==> config.mk <==
export PLATFORM = sky130hd
export DESIGN_NAME = count_ctrl
export DESIGN_NICKNAME = d
export VERILOG_FILES = /design/src/rtl/count_pkg.sv /design/src/rtl/count_ctrl.sv
export SDC_FILE = /design/constraint.sdc
export NUM_CORES = 1
export LEC_CHECK = 0
export CAP_MARGIN = 20
export CORE_UTILIZATION = 41
export CTS_CLUSTER_DIAMETER = 100
export DETAILED_ROUTE_END_ITERATION = 8
export PLACE_DENSITY = 0.83
export REMOVE_ABC_BUFFERS = 1
export SYNTH_ARGS = -nofsm -noshare
export SYNTH_HDL_FRONTEND = slang
export SYNTH_SLANG_ARGS = --single-unit
==> constraint.sdc <==
create_clock -name clock -period 1.9 [get_ports clock]
set_clock_uncertainty 0.05 [all_clocks]
set_input_delay 0.475 -clock clock [delete_from_list [all_inputs] [get_ports clock]]
set_output_delay 0.475 -clock clock [all_outputs]
set_load 0.02 [all_outputs]
==> src/rtl/count_pkg.sv <==
// count_pkg: shared width, command opcodes and controller states for the counter slice
package count_pkg;
  localparam int COUNT_WIDTH = 4;
  typedef enum logic [1:0] {LOAD = 2'b00, UP = 2'b01, DOWN = 2'b10, NOP = 2'b11} cmd_op_e;
  typedef enum logic [1:0] {HOLD, LOADW, RUN} ctrl_state_e;
endpackage

==> src/rtl/count_ctrl.sv <==
// count_ctrl: command-driven load/run controller that parks the enable-less counter on targets
module count_ctrl
  import count_pkg::*;
#(
  parameter int WIDTH = COUNT_WIDTH
) (
  input  logic             clock,
  input  logic             reset,
  input  logic             cmd_valid,
  output logic             cmd_ready,
  input  logic [1:0]       cmd_op,
  input  logic [WIDTH-1:0] cmd_value,
  output logic             load,
  output logic [WIDTH-1:0] data_in,
  output logic             up_down,
  input  logic [WIDTH-1:0] count,
  output logic             done,
  output logic             busy
);
  ctrl_state_e state, state_d;
  cmd_op_e op;
  logic [WIDTH-1:0] hold_q, hold_d, tgt_q, tgt_d, data_d, pre;
  logic load_d, up_d, done_d;
  assign op = cmd_op_e'(cmd_op);
  assign cmd_ready = state == HOLD;
  assign busy = state != HOLD;
  // Registered outputs lag one edge, so RUN stops when count sits one step short of target.
  assign pre = up_down ? tgt_q - WIDTH'(1) : tgt_q + WIDTH'(1);
  always_comb begin
    state_d = state;
    hold_d = hold_q;
    tgt_d = tgt_q;
    load_d = 1'b1;
    data_d = hold_q;
    up_d = up_down;
    done_d = 1'b0;
    if (state == HOLD && cmd_valid) begin
      if (op == LOAD) begin
        state_d = LOADW;
        hold_d = cmd_value;
        data_d = cmd_value;
      end else if (op != NOP) begin
        if (count == cmd_value) begin
          hold_d = cmd_value;
          data_d = cmd_value;
          done_d = 1'b1;
        end else begin
          state_d = RUN;
          tgt_d = cmd_value;
          load_d = 1'b0;
          up_d = op == UP;
        end
      end
    end else if (state == LOADW) begin
      state_d = HOLD;
      done_d = 1'b1;
    end else if (state == RUN) begin
      if (count == pre) begin
        state_d = HOLD;
        hold_d = tgt_q;
        data_d = tgt_q;
        done_d = 1'b1;
      end else begin
        load_d = 1'b0;
      end
    end
  end
  always_ff @(posedge clock) begin
    if (reset) begin
      state <= HOLD;
      hold_q <= '0;
      tgt_q <= '0;
      load <= 1'b1;
      data_in <= '0;
      up_down <= 1'b1;
      done <= 1'b0;
    end else begin
      state <= state_d;
      hold_q <= hold_d;
      tgt_q <= tgt_d;
      load <= load_d;
      data_in <= data_d;
      up_down <= up_d;
      done <= done_d;
    end
  end
endmodule

==> qor.yml, run 1 <==
status: "finished, violations left"
violations: "setup timing"
tightest_slew_ns: 0.3402
die_area_um2: 2089
top_usage_layer: "met2"
grt_pass1_vias: 861
rr_worst_depth: 9
yosys_register_bits: 13
crit_type: "reg2reg"
grt_util_met3_pct: 6.746
slowest_delay_ns: 0.35
period_share_pct: 106.2
power_density_nw_per_um2: 619.9
fin_cells: 159
yosys.cell_types.count: 25
nets: 151
grt_pass1_wl_um: 3891
grt_max_degree: 18
finalHoldViolCount: 0
postRouteAntennaNets: 0
critPathBufInv: 2
yosys_warnings: 0
drtIter0Drc: 14
finalCriticalPeriod_ns: 2.017
rsz0062_at_grt: "true"
synth_compound_area_share_pct: 10.22
slew_headroom_pct: 76.67
synth-simple-area-share_pct: 22.52
vias_per_cell: 5.101
antenna_cells: 0
route.vias.total: 811
cp.required_ns: 2.02
grt_use_met1_pct: 28.81
dp.cells: 151
worstSetupPathDepth: 9
initial_core_util_pct: 44.40
io_pins: 22
multi_input_area_um2: 605.6
core-area_um2: 1764
drt_wl_total_um: 2547
drive_gt1_share_pct: 43.28
tns_ns: -0.3952
holdCritPathClass: "reg2reg"
drv_slew: 0
hp-start: "hold_q[0]"
synthXorXnorAreaFrac_pct: 13.42
regToRegStartpoint: "up_down"
use_met2_pct: 50.29
die_h_um: 45.71
drc: 0
endpoint_kind: "flop"
setup_slack_ns: -0.1169
seqCellArea_um2: 264.0
slowest_stage: "dfxtp_2"
rows: 15
die_w_um: 45.71
cp.arrival_ns: 2.14
startpoint_type: "flop"
synth_top_family_by_area: "simple AND/OR/NAND/NOR gates"
numPortBuffers: 21
routedWlPerCell_um: 16.02
syn_to_final_growth_pct: 71.25
clock_sinks: 13
grt.overflow.total: 0
min_path_cells: 2
cts_tree: "yes"
h-tree-depth: 1
dr.pass1.iters: 4
hpwl_um: 1560
antenna_found_initial: 0
finalSetupViolCount: 7
syn_area_per_cell_um2: 9.215
clockBufferDepth: 2
clk_latency_ns: 0.28
grt_use_total_pct: 27.38
crit_chain: "buf_4 > ha_1 > a21o_1 > a21oi_2 > xnor2_2 > nand3_2 > buf_6 > nand4b_1 > o31ai_4"
numCtsBuffers: 3
synth_fa_ha_area_share_pct: 7.029
syn_area_um2: 783.3
clk_pin_slew_ns: 0.08
crit_path_max_fanout: 5
max_freq_mhz: 495.8
muxShareOfSynthArea_pct: 10.22
place.gp.congestion: 0.7960
cp_top_family: "compound AO/OA/AOI/OAI gates"
seq_area_frac_synth_pct: 33.23
cts_root_buffer: "clkbuf_4"
ir_drop_v: 0.0006086
fillers: 137
cap_violations: 0
syn_inst: 85
leakage_nw: 0.5744
crit_start: "up_down"
==> what timing repair did <==
| action | CTS | global route |
|---|---|---|
| setup buffers | 4 | 0 |
| hold endpoints to repair | 0 | 0 |
| hold buffers | 0 | 0 |
| setup endpoints to repair | 10 | 8 |
| resized for setup | 31 | 6 |
| pin swaps | 11 | 7 |
| cloned | 0 | 0 |
==> cell families after synthesis <==
group / Yosys count
fa+ha+maj: 4
buf+inv: 7
xor+xnor: 12
mux: 8
compound gates: 13
simple gates: 28
flops: 13
==> layout make-up <==
class                           count  area share [%]
Clock buffer                        4           1.959
Timing Repair Buffer               46           29.20
Tap cell                           25           2.332
Multi-Input combinational cell     65           45.15
Inverter                            6           1.679
Sequential cell                    13           19.68
==> state kept, by name (all words and copies together), names as in the netlist <==
signal / count
tgt_q: 4
load: 1
up_down: 1
state: 2
hold_q: 4
done: 1
==> cell usage in the layout, fill, tap and decap left out, types with 2 or more instances in the layout <==
cell | Yosys | final
mux2i_1 | 8 | 8
clkbuf_4 | 0 | 3
a21oi_2 | 0 | 3
inv_1 | 6 | 3
a21oi_1 | 7 | 4
o31ai_1 | 4 | 2
nand3_2 | 1 | 2
nor2b_1 | 2 | 2
clkdlybuf4s50_1 | 0 | 10
xnor2_2 | 0 | 2
xor2_2 | 0 | 4
nor2_1 | 9 | 9
dlygate4sd2_1 | 0 | 10
nand4b_1 | 4 | 4
buf_4 | 0 | 24
nor3_2 | 1 | 3
xor2_1 | 6 | 2
dfxtp_1 | 13 | 10
inv_2 | 0 | 3
dfxtp_2 | 0 | 3
xnor2_1 | 6 | 4
nor3_1 | 4 | 2
nand2_2 | 1 | 2
==> Yosys cell counts <==
library cell	number	share of area, %
nand3_1	1	0.64
a21oi_1	7	4.5
o21bai_1	1	0.96
or2_2	1	0.80
ha_1	2	3.2
mux2i_1	8	10
nor2_1	9	4.3
nand3_2	1	1.3
nand2_1	2	0.96
nor4_4	1	2.7
a21o_1	1	0.96
and2_4	1	1.1
nor3_1	4	2.6
nor2b_1	2	1.6
nand4b_1	4	4.5
fa_1	1	2.6
o31ai_1	4	3.8
nor3_2	1	1.3
maj3_1	1	1.3
dfxtp_1	13	33
inv_1	6	2.9
nand2_2	1	0.80
clkbuf_1	1	0.48
xor2_1	6	6.7
xnor2_1	6	6.7
==> where the power goes <==
group	internal, mW	switching (mW)	leakage (nW)	total, mW
sequential	0.291	0.0145	0.106	0.305
clock	0.0816	0.0959	0.0150	0.178
combinational	0.175	0.174	0.453	0.349
total	0.547	0.284	0.574	0.831
==> per-layer routing <==
metal  vias up  wire length (um)
met4         0                76
met5         -                 0
li1        391                 -
met1       379               963
met2        33              1375
met3         8               132
==> through the flow <==
step | power (mW) | hold WS, ns | instance area (um2) | worst slack, ns | utilization, %
after floorplan | 0.4618 | 0.4368 | 779.5 | -0.3267 | -
after global placement | 0.5899 | 0.4430 | 1179 | -0.4413 | 66.81
after detailed placement | 0.6006 | 0.4531 | 1179 | -0.5336 | 66.81
after CTS | 0.8025 | 0.4629 | 1320 | -0.05664 | 74.82
after global routing | 0.8687 | 0.4913 | 1341 | -0.1482 | 76.03
final | 0.8315 | 0.4645 | 1341 | -0.1169 | 76.03
==> path summary, 6_finish.rpt <==
kind / to / slack (ns)
worst min register to register: hold_q[0] / 0.46
worst min-delay path: hold_q[0] / 0.46
worst max register to register: hold_q[2] / -0.12
worst max-delay path: hold_q[2] / -0.12
==> tightest hold or removal path: cells and delay by family (launching register included) <==
kind | cells | cell delay (ns)
flip-flops | 1 | 0.32
AO/OA/AOI/OAI | 1 | 0.06
AND/OR/NAND/NOR | 1 | 0.09
Note: power is estimated with default switching activity, not from simulation.
==> run 2: changes to the inputs <==
- CORE_MARGIN: unset -> 4
- GPL_TIMING_DRIVEN: unset -> 0
==> run 2 against run 1 <==
  * The run still ends with setup timing left
  * Non-clock buffer count down 13
  * Cell count is 8.2% lower
  * Critical path depth is 1 lower
  * Total power is 0.74% lower
  * Via count down 6.3%
  * Core utilization fell by 2.8 points
  * Sequential share of layout area increased by 1.2 points
  * Highest routed layer unchanged
==> qor.yml, run 2 (synthesized netlist as in run 1, its figures left out) <==
antenna_found_initial: 0  # unchanged
final_area_um2: 1291  # -3.7%
finalSetupViolCount: 5  # -2
postRouteAntennaNets: 0  # unchanged
slew_headroom_pct: 57.81  # -19 points
drc: 0  # unchanged
crit_end: "hold_q[1]"
ir_drop_v: 0.0004937  # -19%
fin_cells: 146  # -8.2%
clockBufferDepth: 2  # unchanged
top_regs: "hold_q x4, tgt_q x4, state x2"
nets: 138  # -8.6%
die_w_um: 51.71  # +13%
cts_root_buffer: "clkbuf_4"
cp.arrival_ns: 2.07  # -0.07 ns
numCtsBuffers: 3  # unchanged
mostFrequentLayoutCells: "10 x clkdlybuf4s50_1, 10 x dlygate4sd2_1, 9 x buf_4"
regToRegStartpoint: "tgt_q[0]"
status: "finished, violations left"
cp.required_ns: 1.99  # -0.03 ns
crit_path_max_fanout: 5  # unchanged
die_area_um2: 2673  # +28%
cap_violations: 0  # unchanged
drive_gt1_share_pct: 39.67  # -3.6 points
tightest_slew_ns: 0.6308  # +0.2906 ns
route.vias.total: 760  # -6.3%
grt_max_degree: 18  # unchanged
r2r-end: "hold_q[1]"
violations: "setup timing"
period_share_pct: 104.3  # -1.9 points
drv_slew: 0  # unchanged
routedWlPerCell_um: 15.92  # -0.63%
crit_start: "tgt_q[0]"
antenna_cells: 0  # unchanged
cts_tree: "yes"
fin_util_pct: 73.19  # -2.8 points
rr_worst_depth: 8  # -1
dp.cells: 130  # -14%
placed_cell_area_um2: 1021  # -13%
setup_slack_ns: -0.08113  # +0.03575 ns
syn_to_final_growth_pct: 64.86
endpoint_kind: "flop"
clk_pin_slew_ns: 0.08  # about the same
crit_type: "reg2reg"
ff2ff_setup_slack_ns: -0.08  # +0.04 ns
tns_ns: -0.1534  # +0.2419 ns
initial_core_util_pct: 44.40  # unchanged
power_density_nw_per_um2: 639.1  # +3.1%
hpwl_um: 1349  # -14%
core-area_um2: 1764  # unchanged
dr.pass1.iters: 2  # -2
finalPower_mw: 0.8253  # -0.74%
grt_pass1_vias: 796  # -7.5%
rows: 15  # unchanged
grt_use_total_pct: 18.88  # -8.5 points
clock_sinks: 13  # unchanged
drtIter0Drc: 7  # -7
startpoint_type: "flop"
dpl_worst_slack_ns: -0.6667  # -0.1331 ns
io_pins: 22  # unchanged
holdCritPathClass: "reg2reg"
finalHoldViolCount: 0  # unchanged
cts_hold_buf: 0  # unchanged
numPortBuffers: 21  # unchanged
rsz0062_at_grt: "true"
h-tree-depth: 1  # unchanged
drt_wl_total_um: 2324  # -8.8%
max_freq_mhz: 504.8  # +1.8%
vias_per_cell: 5.205  # +2.1%
finalCriticalPeriod_ns: 1.981  # -0.03575 ns
grt_pass1_wl_um: 3726  # -4.2%
die_h_um: 51.71  # +13%
grt.overflow.total: 0  # unchanged
holdWs_ns: 0.4719  # +0.007372 ns
clk_latency_ns: 0.28  # about the same
leakage_nw: 0.5316  # -7.4%
place.gp.congestion: 0.7892  # -0.85%
## run 2: cell type report
class	count	area (um2)
clock buffers	4	26.28
multi-input cells	65	639.4
well taps	25	31.28
repair buffers	33	302.8
fillers	135	473.0
flip-flops and latches	13	269.0
inverters	6	22.52
## run 2: worst min path at each step
stage	cells past startpoint	start	endpoint	slack [ns]
after detailed placement	2	hold_q[0]	hold_q[0]	0.45
after CTS	2	hold_q[3]	hold_q[3]	0.47
after global placement	2	hold_q[1]	hold_q[1]	0.44
after floorplan	2	tgt_q[2]	tgt_q[2]	0.44
after global routing	2	hold_q[3]	hold_q[3]	0.49
final	2	hold_q[0]	hold_q[0]	0.47
## run 2: routing by layer
| layer | global-route usage, % | routed length [um] |
|---|---|---|
| met4 | 5.240 | 55 |
| met2 | 35.17 | 1247 |
| met1 | 20.67 | 920 |
| met3 | 5.158 | 102 |
| met5 | 0 | 0 |
## run 2: where the power goes
group	switching, mW	internal [mW]
clock network	0.0882	0.0814
registers	0.0151	0.291
logic	0.181	0.169
total	0.284	0.541
## run 2: critical path: stages (launching register included)
cell and delay (ns):
dfxtp_2 0.34, inv_2 0.04, fa_2 0.57, xnor2_2 0.07
nor3_2 0.26, nand3_2 0.12, buf_6 0.15, nand4b_1 0.15
o31ai_4 0.09
## run 2: repair_timing
item / in CTS / in global routing
pin swaps: 13 / 8
gates cloned: 0 / 0
setup buffers: 10 / 2
gates resized for setup: 38 / 9
endpoints found under the setup margin: 14 / 11
==> run 3: changes to the inputs <==
- CORE_UTILIZATION: 41 -> 31
- PLACE_DENSITY: 0.83 -> unset
==> run 3 against run 2 <==
  * Via count decreased by 5.7%
  * Cell count decreased by 2.1%
  * Sequential share of layout area rose by 1.5 points
  * Count of clock-buffer cells in the layout is the same
  * Global-route usage fell by 5.9 points
  * Wire length fell by 18%
  * Core utilization is 20 points lower
  * Fmax rose by 4.0%
  * Critical path type unchanged
  * Largest power group is now sequential cells
  * Worst hold slack got worse by 0.013 ns
  * Critical path depth decreased by 1
  * Register-to-register slack gained 0.08 ns
  * The run still ends with setup timing left
==> qor.yml, run 3 (synthesized netlist as in run 1, its figures left out) <==
die_area_um2: 3395  # +27%
ir_drop_v: 0.0004919  # -0.36%
cap_violations: 0  # unchanged
holdWs_ns: 0.4590  # -0.01293 ns
tns_ns: -0.007990  # +0.1454 ns
finalSetupViolCount: 2  # -3
rsz0062_at_grt: "true"
cts_root_buffer: "clkbuf_4"
initial_core_util_pct: 34.10  # -10 points
core-area_um2: 2297  # +30%
clk_latency_ns: 0.27  # about the same
place.gp.congestion: 0.7057  # -11%
period_share_pct: 100.2  # -4.0 points
h-tree-depth: 1  # unchanged
vias_per_cell: 5.014  # -3.7%
routedWlPerCell_um: 13.28  # -17%
status: "finished, violations left"
drive_gt1_share_pct: 31.30  # -8.4 points
violations: "setup timing"
power_density_nw_per_um2: 634.9  # -0.66%
top_regs: "hold_q x4, tgt_q x4, state x2"
regToRegStartpoint: "tgt_q[1]"
layout_commonest_cell: "dlygate4sd2_1"
hp-start: "hold_q[1]"
finalHoldViolCount: 0  # unchanged
antenna_found_initial: 0  # unchanged
drv_slew: 0  # unchanged
max_freq_mhz: 525.1  # +4.0%
crit_path_max_fanout: 4  # -1
crit_start: "tgt_q[1]"
crit_type: "reg2reg"
dr.pass1.iters: 4  # +2
clock_sinks: 13  # unchanged
numCtsBuffers: 3  # unchanged
grt_pass1_wl_um: 3339  # -10%
clockBufferDepth: 2  # unchanged
seqCellArea_um2: 271.5  # +0.93%
placed_cell_area_um2: 1025  # +0.37%
tightest_slew_ns: 0.5707  # -0.06011 ns
postRouteAntennaNets: 0  # unchanged
leakage_nw: 0.4845  # -8.9%
die_h_um: 58.27  # +13%
cp.required_ns: 2.04  # +0.05 ns
finalPower_mw: 0.7714  # -6.5%
setup_slack_ns: -0.004539  # +0.07659 ns
grt.overflow.total: 0  # unchanged
cp.arrival_ns: 2.04  # -0.03 ns
rows: 17  # +2
min_path_cells: 2  # unchanged
drtIter0Drc: 17  # +10
endpoint_kind: "flop"
clk_pin_slew_ns: 0.08  # about the same
slew_headroom_pct: 61.83  # +4.0 points
mostFrequentLayoutCells: "11 x dlygate4sd2_1, 10 x clkdlybuf4s50_1, 8 x mux2i_1, 8 x nor2_1, 8 x dfxtp_1"
nets: 132  # -4.3%
numPortBuffers: 21  # unchanged
grt_use_total_pct: 12.96  # -5.9 points
cts_tree: "yes"
hpwl_um: 1347  # -0.10%
grt_pass1_vias: 727  # -8.7%
startpoint_type: "flop"
io_pins: 22  # unchanged
finalCriticalPeriod_ns: 1.905  # -0.07659 ns
cts_hold_buf: 0  # unchanged
die_w_um: 58.27  # +13%
grt_max_degree: 18  # unchanged
drc: 0  # unchanged
drt_wl_total_um: 1899  # -18%
syn_to_final_growth_pct: 55.11
fin_util_pct: 52.89  # -20 points
antenna_cells: 0  # unchanged
grt_use_met1_pct: 15.20  # -5.5 points
use_met2_pct: 22.01  # -13 points
grt_util_met3_pct: 4.454  # -0.70 points
top_usage_layer: "met2"
rr_worst_depth: 7  # -1
route.vias.total: 717  # -5.7%
holdCritPathClass: "reg2reg"
fillers: 215  # +59%
final_area_um2: 1215  # -5.9%
multi_input_area_um2: 598.1  # -6.5%
-- run 3: changes by cell type in the layout (fill, tap and decap cells not counted), sizes merged --
| cell | delta |
|---|---|
| dlygate4sd2 | +1 |
| clkbuf | -1 |
| buf | -6 |
-- run 3: worst paths after layout --
path          endpoint  slack [ns]
min          hold_q[1]        0.46
max reg2reg  hold_q[0]      -0.005
min reg2reg  hold_q[1]        0.46
max          hold_q[0]      -0.005
-- run 3: final cells by class --
cell class,count,area share [%]
inverters,6,1.854
multi-input cells,65,49.23
repair buffers,27,21.52
well taps,28,2.884
flip-flops and latches,13,22.35
clock buffers,4,2.163
-- run 3: through the flow --
stage / setup slack [ns] / cells
2_1_floorplan: -0.3267 / 84
3_3_place_gp: -0.5952 / 133
3_5_place_dp: -0.5877 / 133
4_1_cts: 0.01165 / 143
5_1_grt: -0.09788 / 143
6_report: -0.004539 / 143
-- run 3: report_power, final --
group	switching (mW)	leakage, nW	internal [mW]
sequential	0.0145	0.108	0.290
combinational	0.151	0.362	0.147
clock	0.0874	0.0150	0.0814
-- run 3: critical path, cell delays in order, from the launching register on --
cell and delay [ns]:
dfxtp_2 0.34, inv_2 0.04, fa_2 0.57, xnor2_2 0.07, nor3_2 0.23, nand3_2 0.13
and2_4 0.20, o31ai_1 0.18
-- run 3: metal layers --
metal  vias to the layer above  wire length, um
met3                         2              126
met2                        24              914
met5                         -                0
li1                        358                -
met1                       333              839
met4                         0               18
-- run 3: what timing repair did --
| action | CTS | global route |
|---|---|---|
| setup endpoints to repair | 14 | 7 |
| resized for setup | 32 | 7 |
| pin swaps | 13 | 6 |
| buffers inserted | 6 | 0 |
| gates cloned | 0 | 0 |
